$ cat config.mk
export PLATFORM = sky130hd
export DESIGN_NAME = ccff_chain_loader
export DESIGN_NICKNAME = d
export VERILOG_FILES = /design/src/rtl/ccff_chain_loader.sv
export SDC_FILE = /design/constraint.sdc
export NUM_CORES = 1
export LEC_CHECK = 0
export CAP_MARGIN = 15
export CORE_MARGIN = 5
export CORE_UTILIZATION = 52
export DETAILED_ROUTE_END_ITERATION = 6
export GPL_TIMING_DRIVEN = 0
export MAX_ROUTING_LAYER = met4
export PLACE_DENSITY_LB_ADDON = 0.25
export SYNTH_ARGS = -nofsm -noshare
export SYNTH_HDL_FRONTEND = slang
export SYNTH_SLANG_ARGS = --single-unit
export TNS_END_PERCENT = 1
$ cat constraint.sdc
create_clock -name prog_clk -period 2.6 [get_ports prog_clk]
set_input_delay 0.26 -clock prog_clk [delete_from_list [all_inputs] [get_ports prog_clk]]
set_output_delay 0.26 -clock prog_clk [all_outputs]
set_load 0.1 [all_outputs]
$ cat src/rtl/ccff_chain_loader.sv
// Config-chain loader: serialises bitstream words onto ccff_head, gates prog_clk
// via shift_en for exactly CHAIN_LEN bits and folds the displaced tail into a parity.
module ccff_chain_loader #(
    parameter int CHAIN_LEN = 58,
    parameter int WORD_W    = 8,
    parameter int CNT_W     = 6
) (
    input  logic              prog_clk,
    input  logic              pReset,
    input  logic              start,
    input  logic              abort,
    input  logic [WORD_W-1:0] word_data,
    input  logic              word_valid,
    output logic              word_ready,
    output logic              ccff_head,
    output logic              shift_en,
    input  logic              ccff_tail,
    output logic              busy,
    output logic              done,
    output logic [CNT_W-1:0]  bit_cnt,
    output logic              tail_parity
);

    localparam int REM_W = $clog2(WORD_W + 1);

    typedef enum logic [1:0] {IDLE, LOAD, DONE} state_t;

    state_t            state, state_n;
    logic [WORD_W-1:0] buffer, buffer_n;
    logic [REM_W-1:0]  rem, rem_n;
    logic [CNT_W-1:0]  cnt_n;
    logic              parity_n;
    logic              shift_n;
    logic              xfer;
    logic [CNT_W:0]    fill;

    // rem counts buffered bits including the one currently on ccff_head
    assign fill       = (CNT_W+1)'(bit_cnt) + (CNT_W+1)'(rem);
    assign word_ready = (state == LOAD) && (rem <= REM_W'(1))
                        && (fill < (CNT_W+1)'(CHAIN_LEN));
    assign xfer       = word_valid && word_ready;
    assign ccff_head  = buffer[0];
    assign busy       = (state == LOAD);
    assign done       = (state == DONE);

    always_ff @(posedge prog_clk) begin
        if (pReset) begin
            state       <= IDLE;
            buffer      <= '0;
            rem         <= '0;
            bit_cnt     <= '0;
            tail_parity <= 1'b0;
            shift_en    <= 1'b0;
        end else begin
            state       <= state_n;
            buffer      <= buffer_n;
            rem         <= rem_n;
            bit_cnt     <= cnt_n;
            tail_parity <= parity_n;
            shift_en    <= shift_n;
        end
    end

    always_comb begin
        state_n  = state;
        buffer_n = buffer;
        rem_n    = rem;
        cnt_n    = bit_cnt;
        parity_n = tail_parity;
        if (abort) begin
            state_n  = IDLE;
            buffer_n = '0;
            rem_n    = '0;
        end else begin
            unique case (state)
                IDLE, DONE: begin
                    if (start) begin
                        state_n  = LOAD;
                        buffer_n = '0;
                        rem_n    = '0;
                        cnt_n    = '0;
                        parity_n = 1'b0;
                    end
                end
                LOAD: begin
                    if (rem != '0) begin
                        cnt_n    = bit_cnt + 1'b1;
                        parity_n = tail_parity ^ ccff_tail;
                        buffer_n = buffer >> 1;
                        rem_n    = rem - 1'b1;
                    end
                    // a word arrives only as the last buffered bit leaves
                    if (xfer) begin
                        buffer_n = word_data;
                        rem_n    = REM_W'(WORD_W);
                    end
                    if (cnt_n == CNT_W'(CHAIN_LEN)) begin
                        state_n  = DONE;
                        buffer_n = '0;
                        rem_n    = '0;
                    end
                end
                default: state_n = IDLE;
            endcase
        end
        shift_n = (state_n == LOAD) && (rem_n != '0);
    end

endmodule

==> flow_summary.toml, run 1 <==
[clocking]
clk_latency_ns = 0.30
clock_path_buffers = 2
cts_sinks = 22
cts_tree = "built"
root_buffer = "clkbuf_4"
cts_made_buffers = 3
htree_levels = 1
clk_pin_slew_worst_paths_ns = 0.12

[die]
core_mm2 = 0.00273
die_area_mm2 = 0.00401
io_pins = 26
num_rows = 19
die_w_um = 63.3
start_util = 0.541
dieHeight_um = 63.3

[critical_path]
required_ns = 2.34
reg2reg_from = "rem[1]"
arrival_ns = 2.25
start_kind = "flop"
critPathKind = "flop to output pin"
worstSetupStartpoint = "rem[1]"
endpoint_kind = "output pin"
path_max_fanout = 5

[sta]
finalMaxSlewViolations = 0
fmax_ghz = 0.398
skew_ns = 0.00294
tightest_slew_ns = 0.992
relSlewSlack = 0.337
finalHoldViolations = 0
min_period_over_period = 0.966
fin_crit_ns = 2.51
setup_ws_ns = 0.0883
setup_violations = 0
hold_ws_ns = 0.171

[placement]
portBuffers = 24
dp_slack_ns = -0.371
place_inst = 229
gp_congestion = 0.851
dp_hpwl_um = 2680

[global_routing]
gr-total-overflow = 0
antenna_found_initial = 0
grt_pass1_wl_um = 6270
grt_start_max_net_pins = 14
grt_pass1_vias = 1368
grt_use_total = 0.192

[synth]
syn_inst = 174
yosysTopAreaCell = "dfxtp_1"
synth_area_per_cell_um2 = 8.49
synthFlopType = "dfxtp_1"
ys_ff_latch = 22
ys_warn_count = 0
synthTopCellsByArea = "dfxtp_1 (30%), ha_1 (5.1%), nor2_1 (5.1%)"
seq_area_frac_synth = 0.298
syn_nets = 195
synth.distinct_cells = 56
async_flop_share = 0
syn_area_mm2 = 0.00148
synth_enable_flop_cells = 0
yosysTopAreaCellShare = 0.298

[cells_and_area]
nNetsFinal = 226
drive_gt1_frac = 0.216
fillers = 228
layout_commonest_cell = "clkdlybuf4s50_1"
layout_common_cells = "clkdlybuf4s50_1 (22), nor2_1 (19), dfxtp_1 (17), nand2_1 (14), a21oi_1 (13)"
fin_cells = 235
area_growth_pct = 25.8
final_util = 0.680
antenna_cells = 0

[pwr]
power_density_mw_per_mm2 = 343
power_uw = 638
p_leak_nw = 0.666
irDropWorstVdd_uv = 354

[drt]
first_pass_iters = 4
drtIter0Drc = 113
vias = 1404
route.detailed.drc = 0
drt_wl_total_um = 3550
wire_per_inst_um = 15.1
viasPerCell = 5.97
ant_nets = 0

[outcome]
status = "completed"

[run]
max_cap_violations = 0

[hold_path]
min_from = "pReset"
hold_path.class = "primary input to flop"
worst paths after layout:
check          endpoint  slack (ns)  depth (start not counted)
max          word_ready        0.09                          7
min          bit_cnt[0]        0.17                          2
max reg2reg   buffer[1]        0.12                         10
min reg2reg   buffer[7]        0.48                          1
where the power goes:
| part | switching, mW | internal (mW) |
|---|---|---|
| combinational | 0.0482 | 0.0336 |
| sequential | 0.00168 | 0.337 |
| clock | 0.101 | 0.117 |
| total | 0.151 | 0.487 |
cells by family after synthesis:
logic type / synth area share
buffers and inverters: 0.0533
adders and majority gates: 0.0644
and+or+nand+nor: 0.318
xor gates and xnor gates: 0.00593
AOI/OAI and AO/OA: 0.253
DFF: 0.298
muxes: 0.00762
synthesized netlist by cell type, types with 2 or more instances:
| cell type | number |
|---|---|
| clkbuf_1 | 2 |
| a21oi_1 | 13 |
| nor2_1 | 20 |
| nor4_1 | 2 |
| and2_2 | 6 |
| o211ai_1 | 2 |
| nand4bb_1 | 2 |
| ha_1 | 6 |
| nand3_1 | 4 |
| nor3_1 | 8 |
| inv_1 | 6 |
| nand2b_1 | 6 |
| or2_2 | 2 |
| and2_1 | 2 |
| dfxtp_1 | 22 |
| nand2_1 | 15 |
| a221o_1 | 7 |
| nand4_1 | 4 |
| buf_6 | 2 |
| a21oi_2 | 2 |
| nand3b_1 | 2 |
| o21ai_0 | 3 |
| a22oi_1 | 3 |
cell type report:
cell class,count,area [um2],area share
multi-input combinational,139,987,0.531
sequential,22,452,0.243
timing repair buffer,26,255,0.137
buffer,7,56.3,0.0303
clock buffer,4,47.5,0.0256
tap,31,38.8,0.0209
inverter,6,22.5,0.0121
timing repair:
item | CTS | global route
setup endpoints to repair | 10 | 12
hold buffers | 0 | 0
setup buffers | 0 | 2
pin swaps | 5 | 0
resized for setup | 13 | 3
worst max-delay path, stage by stage, from the launching register on:
cell,delay [ns]
dfxtp_2,0.40
inv_1,0.12
fa_1,0.44
and3b_1,0.25
o2111ai_1,0.11
a32o_1,0.24
and3_2,0.20
buf_6,0.18
state kept, by name, indices dropped and copies added, names as in the netlist:
register,count
bit_cnt,6
shift_en,1
state,2
rem,4
tail_parity,1
buffer,8
routing by layer:
| layer | global-route usage | part of all wire | vias to the layer above |
|---|---|---|---|
| met5 | - | 0 | - |
| met1 | 0.231 | 0.43 | 661 |
| met2 | 0.332 | 0.50 | 39 |
| met4 | 0.0468 | 0.012 | 0 |
| li1 | - | - | 698 |
| met3 | 0.0355 | 0.050 | 6 |
through the flow:
| stage | TNS [ns] | area (um2) |
|---|---|---|
| finish | 0 | 1860 |
| global route | -0.0360 | 1860 |
| CTS | -0.00492 | 1830 |
| detailed placement | -1.44 | 1770 |
| global placement | -0.434 | 1770 |
| floorplan | -0.281 | 1490 |
Power figures use the tool's default switching activity.
==> inputs of run 2 (changes only) <==
--- a/config.mk
+++ b/config.mk
@@ -8,2 +8,3 @@
 export CAP_MARGIN = 15
+export CORE_ASPECT_RATIO = 0.6
 export CORE_MARGIN = 5
--- a/constraint.sdc
+++ b/constraint.sdc
@@ -3,2 +3,2 @@
 set_output_delay 0.26 -clock prog_clk [all_outputs]
-set_load 0.1 [all_outputs]
+set_load 0.05 [all_outputs]
==> flow_summary.toml, run 2 (synthesized netlist as in run 1, its figures left out) <==
[critical_path]
start_kind = "flop"
crit_family = "compound AO/OA/AOI/OAI gates"
path_cells = "inv_1 > ha_4 > or3b_1 > buf_2 > a21oi_2 > a21oi_2 > o21a_4 > a31oi_4 > nor2_4 > a221o_1"
critPathKind = "flop to flop"
slowest_delay_ns = 0.38
path_max_fanout = 8
required_ns = 2.74
crit_path_top_delay_cell = "a221o_1"
cp.buffers_inverters = 2
cp_common_cell = "a21oi_2"
arrival_ns = 2.70
endpoint_kind = "flop"

[drt]
route.detailed.drc = 0
viasPerCell = 6.04
drt_wl_total_um = 3970
ant_nets = 0
drtIter0Drc = 116
first_pass_iters = 5
wire_per_inst_um = 16.5
vias = 1450

[run]
max_cap_violations = 0

[die]
io_pins = 26
start_util = 0.528
num_rows = 15
die_area_mm2 = 0.00404
dieHeight_um = 51.3
die_w_um = 78.8
core_mm2 = 0.00280

[sta]
rsz0062_at_grt = "yes"
setup_violations = 0
finalMaxSlewViolations = 0
min_period_over_period = 0.981
finalHoldViolations = 0
skew_ns = 0.00186
fin_crit_ns = 2.55
relSlewSlack = 0.559
fmax_ghz = 0.392
tightest_slew_ns = 0.657

[pwr]
p_leak_nw = 0.685
power_density_mw_per_mm2 = 349
irDropWorstVdd_uv = 284

[cells_and_area]
reg_top3 = "buffer: 8 flops, bit_cnt: 6 flops, rem: 4 flops"
layout_common_cells = "clkdlybuf4s50_1 (23), nor2_1 (19), dfxtp_1 (16), nand2_1 (15), a21oi_1 (13)"
stdcell_area_mm2 = 0.00190
drive_gt1_frac = 0.223
area_growth_pct = 28.6
nNetsFinal = 228
fin_cells = 240
largest-register = "buffer"
layout_commonest_cell = "clkdlybuf4s50_1"
antenna_cells = 0
largest_register_ffs = 8

[clocking]
cts_tree = "built"
clk_latency_ns = 0.26
cts_made_buffers = 3
ctsHoldBuffers = 0
clk_pin_slew_worst_paths_ns = 0.08
cts_sinks = 22
root_buffer = "clkbuf_8"
htree_levels = 1
clock_path_buffers = 2

[global_routing]
grt_pass1_wl_um = 6420
grt_start_max_net_pins = 13
grt_pass1_vias = 1398
gr-total-overflow = 0
grt_use_total = 0.207
antenna_found_initial = 0

[placement]
postPlaceCellArea_mm2 = 0.00177
dp_hpwl_um = 2810
portBuffers = 24
place_inst = 232
gp_congestion = 0.878

[hold_path]
hold_path.class = "primary input to flop"

[outcome]
status = "completed"
-- run 2: what timing repair did --
item	4_1_cts	5_1_grt
gates resized for setup	6	11
pin swaps	1	0
endpoints found under the setup margin	9	10
buffers inserted	4	0
-- run 2: area by class of cell --
type | count | area [um2]
well taps | 34 | 42.5
inverters | 6 | 22.5
multi-input cells | 139 | 1010
repair buffers | 28 | 265
fillers | 231 | 896
flip-flops and latches | 22 | 448
clock buffers | 4 | 55.1
plain buffers | 7 | 56.3
-- run 2: worst paths after layout --
path	start	slack [ns]	endpoint	depth (start not counted)
setup / recovery	rem[1]	0.05	buffer[4]	10
setup reg to reg	rem[1]	0.05	buffer[4]	10
hold reg to reg	buffer[7]	0.48	buffer[7]	1
hold / removal	pReset	0.21	bit_cnt[1]	2
-- run 2: report_power, final --
group	internal, mW	switching (mW)	total [mW]
Combinational	0.0341	0.0422	0.0763
Sequential	0.338	0.00169	0.340
Clock	0.135	0.113	0.248
Total	0.507	0.157	0.664
-- run 2: per-stage QoR --
stage,setup slack [ns],power (mW),hold WS (ns),utilization,setup TNS [ns]
final,0.0482,0.664,0.212,0.680,0
after global routing,-0.0347,0.685,0.219,0.680,-0.0705
after CTS,-0.0114,0.663,0.214,0.666,-0.0114
after detailed placement,-0.174,0.418,0.457,0.631,-1.26
after global placement,-0.0421,0.416,0.456,0.631,-0.224
after floorplan,0.0182,0.387,0.417,-,0
-- run 2: metal layers --
metal	up-vias	global-route usage	part of all wire	routed length, um
met1	692	0.273	0.48	1910
met5	-	-	0	0
li1	712	-	-	-
met3	4	0.0493	0.052	206
met4	0	0.0343	0.0073	29
met2	42	0.332	0.46	1820
-- run 2: worst register-to-register path, cell delays in order, from the launching register on --
cell	delay (ns)
dfxtp_2	0.36
inv_1	0.16
ha_4	0.20
or3b_1	0.34
buf_2	0.17
a21oi_2	0.16
a21oi_2	0.11
o21a_4	0.24
a31oi_4	0.22
nor2_4	0.09
a221o_1	0.38
==> variant 1: new RTL, config.mk and constraints of run 2 <==
Change the parameter `WORD_W` from 8 to 16.
--- a/src/rtl/ccff_chain_loader.sv
+++ b/src/rtl/ccff_chain_loader.sv
@@ -3,5 +3,5 @@
 module ccff_chain_loader #(
     parameter int CHAIN_LEN = 58,
-    parameter int WORD_W    = 8,
+    parameter int WORD_W    = 16,
     parameter int CNT_W     = 6
 ) (
Interface: changed (resized word_data); port bits go from 26 to 34. No check against the original RTL was run, so the function may have changed too.
==> variant 1 against run 2 <==
The run now ends with negative setup slack left; area after synthesis up 30%; critical path depth up 2; critical endpoint is now shift_en; clock power rose by 71%; design area rose by 36%; total power increased by 56%; utilization rose by 3.3 points; via count grew 29%; routed wire length grew 27%; setup slack worse by 190 ps; sequential cell count is 9 higher.
==> variant 1: results (changes against run 2) <==
Run status
  – Status: complete, but fails checks
  – Failing checks: negative setup slack

Setup path
  – CP delay by family, top: compound AO/OA/AOI/OAI gates
  – Crit path DAT: 2960 ps (+260 ps)
  – Crit Path Category: reg -> reg
  – Critical-path top delay cell: dfxtp_4
  – R2R cell count: 12 (+2)
  – Reg2reg end: shift_en
  – Worst r2r src: bit_cnt[1]
  – Crit-path max FO: 10 (+2)

Final layout
  – Diodes inserted: 0 (unchanged)
  – Layout Nets: 305 (+34%)
  – Share of cells above drive strength 1: 0.2101 (-0.01316)
  – Largest regs: buffer: 16 flops, bit_cnt: 6 flops, rem: 5 flops

Hold path
  – HP Start: pReset
  – Hold worst-path end: bit_cnt[0]

GRT
  – GRT Util Overall: 0.2159 (+0.008695)
  – Vias in the first global route: 1,691 (+21%)
  – Pin count of the biggest net entering global routing: 11 (-2)
  – Global Route met3 Usage: 0.06061 (+0.01131)
  – Met1 Use GR: 0.3164 (+0.04376)
  – Global routing usage on met2: 0.2790 (-0.05337)
  – First-pass GRT wire length: 8162 um (+27%)

Logic synthesis
  – Synth top cells by count: 31 x dfxtp_1, 25 x a21oi_1, 25 x nor2_1, 21 x nand2_1, 16 x or3_1
  – Avg Cell Area, Syn: 8.350 um^2 (-1.7%)
  – Distinct cells, synth: 47 (-16%)
  – Syn nets: 260 (+33%)
  – Sequential area share after synthesis: 0.3231 (+0.02507)
  – Top cells by area, synth: dfxtp_1 32%, mux2i_1 7.8%, a21oi_1 6.5%, or3_1 5.2%, nor2_1 4.9%
  – Async SR Flop Fraction: 0 (unchanged)

Route
  – Met1 WL: 2436 um (+27%)
  – Detailed-route wire length per cell: 15.56 um (-6.0%)
  – DRT iter0 DRCs: 131 (+13%)
  – WL met3: 439 um (+110%)
  – Met2 Wirelength: 2045 um (+12%)
  – Highest routed layer: met4
  – Drt first pass iters: 5 (unchanged)
  – Via count: 1,877 (+29%)
  – Routed vias/inst: 5.811 (-3.8%)

Placement
  – IO Port Bufs: 32 (+33%)
  – Placed inst area: 2336 um^2 (+32%)
  – DP HPWL: 3450 um (+23%)
  – Worst slack, placed: -428.5 ps (-254.4 ps)
  – RePlAce Congestion: 0.8643 (-1.5%)

Clock tree
  – CTS Buffer Depth: 2 (unchanged)
  – Cts bufs inserted: 5 (+2)
  – Clk_lat worst skew: 290 ps (+30 ps)
  – H-Tree Depth: 2 (+1)

STA
  – Setup violators final: 18 (+18)
  – Setup_tns: -1900 ps (-1900 ps)
  – Final worst slack: -146.0 ps (-194.3 ps)
  – Worst-margin pin slew: 622.8 ps (-34.17 ps)
  – Max-slew violation count: 0 (unchanged)
  – Post-route clock skew: 7.604 ps (+5.748 ps)
  – Worst hold slack: 301.6 ps (+89.20 ps)

Power
  – Maximum vdd drop: 0.3689 mV (+30%)
  – Leakage: 0.8914 nW (+30%)
==> variant 1: cell types whose count changed after synthesis, sizes merged, moves of 3 or more <==
cell / before / now
mux2i: 0 / 15
or3: 2 / 16
a21oi: 15 / 25
dfxtp: 22 / 31
a221o: 7 / 0
and2: 8 / 1
nand2: 15 / 21
clkbuf: 3 / 8
nor2: 21 / 26
inv: 6 / 9
nand4: 4 / 1
nor4b: 0 / 3
o211ai: 3 / 0
o31ai: 1 / 4
==> variant 1: cells by family after synthesis <==
logic type                 share of synthesized area
and+or+nand+nor                               0.2671
AOI/OAI and AO/OA                             0.1922
DFF                                           0.3231
buffers and inverters                        0.06059
muxes                                        0.07817
adders and majority gates                    0.05602
xor gates and xnor gates                     0.02281
==> variant 1: repair_timing <==
action | in CTS | in global routing
pin swaps | 9 | 9
endpoints found under the setup margin | 23 | 23
gates cloned | 1 | 0
hold buffers | 0 | 0
setup buffers | 5 | 0
endpoints found under the hold margin | 0 | 0
gates resized for setup | 24 | 15
==> variant 1: worst max-delay path by stage <==
stage | end | slack, ps
floorplan | buffer[10] | -60
global placement | shift_en | -360
detailed placement | shift_en | -430
CTS | shift_en | -100
global route | shift_en | -330
finish | shift_en | -150
==> variant 1: cell type report <==
cell class	count	area, um^2
inverter	9	36.28
fill	298	1040
multi-input combinational	177	1256
buffer	13	106.4
clock buffer	8	100.1
tap	47	58.81
timing repair buffer	38	374.1
sequential	31	644.4
==> variant 1: power by group <==
| part | total (mW) | internal, mW | switching (mW) |
|---|---|---|---|
| Sequential | 0.473 | 0.471 | 0.00134 |
| Combinational | 0.138 | 0.0642 | 0.0734 |
| Clock | 0.423 | 0.241 | 0.182 |
| Total | 1.03 | 0.777 | 0.256 |
==> variant 2: new RTL, flow settings as in run 2 <==
Made on the original files. The 3 states of `state_t` get a one-hot encoding in 3 bits.
--- a/src/rtl/ccff_chain_loader.sv
+++ b/src/rtl/ccff_chain_loader.sv
@@ -24,5 +24,5 @@
     localparam int REM_W = $clog2(WORD_W + 1);
 
-    typedef enum logic [1:0] {IDLE, LOAD, DONE} state_t;
+    typedef enum logic [2:0] {IDLE = 3'b001, LOAD = 3'b010, DONE = 3'b100} state_t;
 
     state_t            state, state_n;
Function: no difference found for any inputs over 10 cycles, from zero or initial values and one cycle with pReset high; not proved beyond that.
==> variant 2 against run 2 <==
The run now ends with negative setup slack left; setup slack got worse by 93 ps; area after synthesis down 0.85%; routed wire length up 12%; critical path type unchanged; sequential cell count up 1; global-route usage is 2.5 points higher; die area down 0.71%; total power up 1.0%; largest power group unchanged; sequential power is 4% higher; first-iteration DRC count grew 48%; clock power fell by 6%; design area rose by 7.3%; largest cell class unchanged; worst hold slack better by 150 ps.
==> variant 2: results (changes against run 2) <==
Hold path
  – Hold Path Class: in -> reg

Setup path
  – Crit path DAT: 2800 ps (+100 ps)
  – Critical-path top delay cell: dfxtp_4
  – CP max stage delay: 370 ps
  – CP delay by family, top: compound AO/OA/AOI/OAI gates
  – Crit-path max FO: 7 (-1)

Final layout
  – Share of cells above drive strength 1: 0.2358 (+0.01255)
  – Filler cells: 164 (-29%)
  – Diodes inserted: 0 (unchanged)
  – Fin cells: 244 (+1.7%)
  – Largest regs: buffer: 8 flops, bit_cnt: 6 flops, rem: 4 flops

STA
  – Worst slew margin: 0.6065 (+0.04743)
  – Post-route clock skew: 6.025 ps (+4.169 ps)
  – Worst hold slack: 361.4 ps (+149.0 ps)
  – Setup_tns: -110.1 ps (-110.1 ps)
  – Final worst slack: -45.04 ps (-93.29 ps)
  – Setup violators final: 6 (+6)

Clock tree
  – Cts bufs inserted: 3 (unchanged)
  – Root Driver: clkbuf_8
  – CTS Buffer Depth: 2 (unchanged)
  – H-Tree Depth: 1 (unchanged)
  – Clk_lat worst skew: 270 ps
  – Clk slew on worst S/H paths: roughly 90 ps
  – Cts hold-fix bufs: 0 (unchanged)

Placement
  – DP HPWL: 2800 um (-0.18%)
  – IO Port Bufs: 23 (-4.2%)
  – Worst slack, placed: -315.9 ps (-141.9 ps)
  – RePlAce Congestion: 0.9284 (+5.8%)
  – Dpl cells: 230 (-0.86%)

GRT
  – Vias in the first global route: 1,495 (+6.9%)
  – First-pass GRT wire length: 7196 um (+12%)
  – Initial antenna violation count: 0 (unchanged)
  – Pin count of the biggest net entering global routing: 14 (+1)
  – GRT Util Overall: 0.2321 (+0.02481)

Logic synthesis
  – Synth top cells by count: 23 x dfxtp_1, 16 x nor2_1, 14 x nand3_1, 11 x nand2_1, 9 x o31ai_1
  – Top cells by area, synth: dfxtp_1 31%, ha_1 5.1%, mux2i_1 4.8%, nand3_1 4.8%, o31ai_1 4.6%
  – Sequential area share after synthesis: 0.3143 (+0.01621)
  – Yosys warnings: 0 (unchanged)
  – Async SR Flop Fraction: 0 (unchanged)
  – Avg Cell Area, Syn: 8.372 um^2 (-1.4%)
  – Syn nets: 196 (+0.51%)
  – Distinct cells, synth: 48 (-14%)

Power
  – Leakage: 0.8032 nW (+17%)
  – Maximum vdd drop: 0.2252 mV (-21%)

Route
  – Drt total wl: 4450 um (+12%)
  – Drt first pass iters: 4 (-1)
  – DRT iter0 DRCs: 172 (+48%)
  – Routed vias/inst: 6.238 (+3.2%)

Run status
  – Failing checks: negative setup slack
  – Status: complete, but fails checks
[variant 2: changes by cell type in the layout (fill, tap and decap cells not counted), sizes merged, moves of 6 or more]
cell	change
nand3	+10
mux2i	+7
a21oi	-8
a221o	-6
o31ai	+8
[variant 2: worst paths after layout]
path,cells past startpoint,end,from
hold reg to reg,2,buffer[4],buffer[4]
setup reg to reg,10,shift_en,rem[0]
hold / removal,2,bit_cnt[2],pReset
setup / recovery,10,shift_en,rem[0]
[variant 2: cells by family after synthesis]
group	synth area share
simple gates	0.2442
flops	0.3143
compound gates	0.2408
buf+inv	0.05465
fa+ha+maj	0.06490
mux	0.06319
xor+xnor	0.01794
[variant 2: power by group]
part	switching [mW]	internal [mW]
clock	0.127	0.107
sequential	0.00201	0.351
combinational	0.0410	0.0428
[variant 2: what timing repair did]
action	CTS	global route
hold endpoints to repair	0	0
cloned	1	0
pin swaps	11	4
gates resized for setup	25	11
endpoints found under the setup margin	15	12
buffers inserted	11	0
[variant 2: per-stage QoR]
stage / util / instance area, um^2
finish: 0.7867 / 2039
global route: 0.7867 / 2039
floorplan: - / 1481
CTS: 0.7679 / 1991
global placement: 0.6757 / 1752
detailed placement: 0.6757 / 1752
[variant 2: routing by layer]
layer	track usage	part of all wire	vias up
met1	0.3011	0.45	715
met5	-	0	-
met2	0.3521	0.45	68
met4	0.07267	0.018	0
met3	0.06491	0.079	11
li1	-	-	728
[variant 2: layout make-up]
class,instances,share of cell area
Clock buffer,3,0.02025
Sequential cell,23,0.2307
Clock inverter,1,0.002454
Timing Repair Buffer,35,0.1699
Buffer,9,0.03252
Multi-Input combinational cell,135,0.5123
Tap cell,32,0.01963
Inverter,6,0.01227
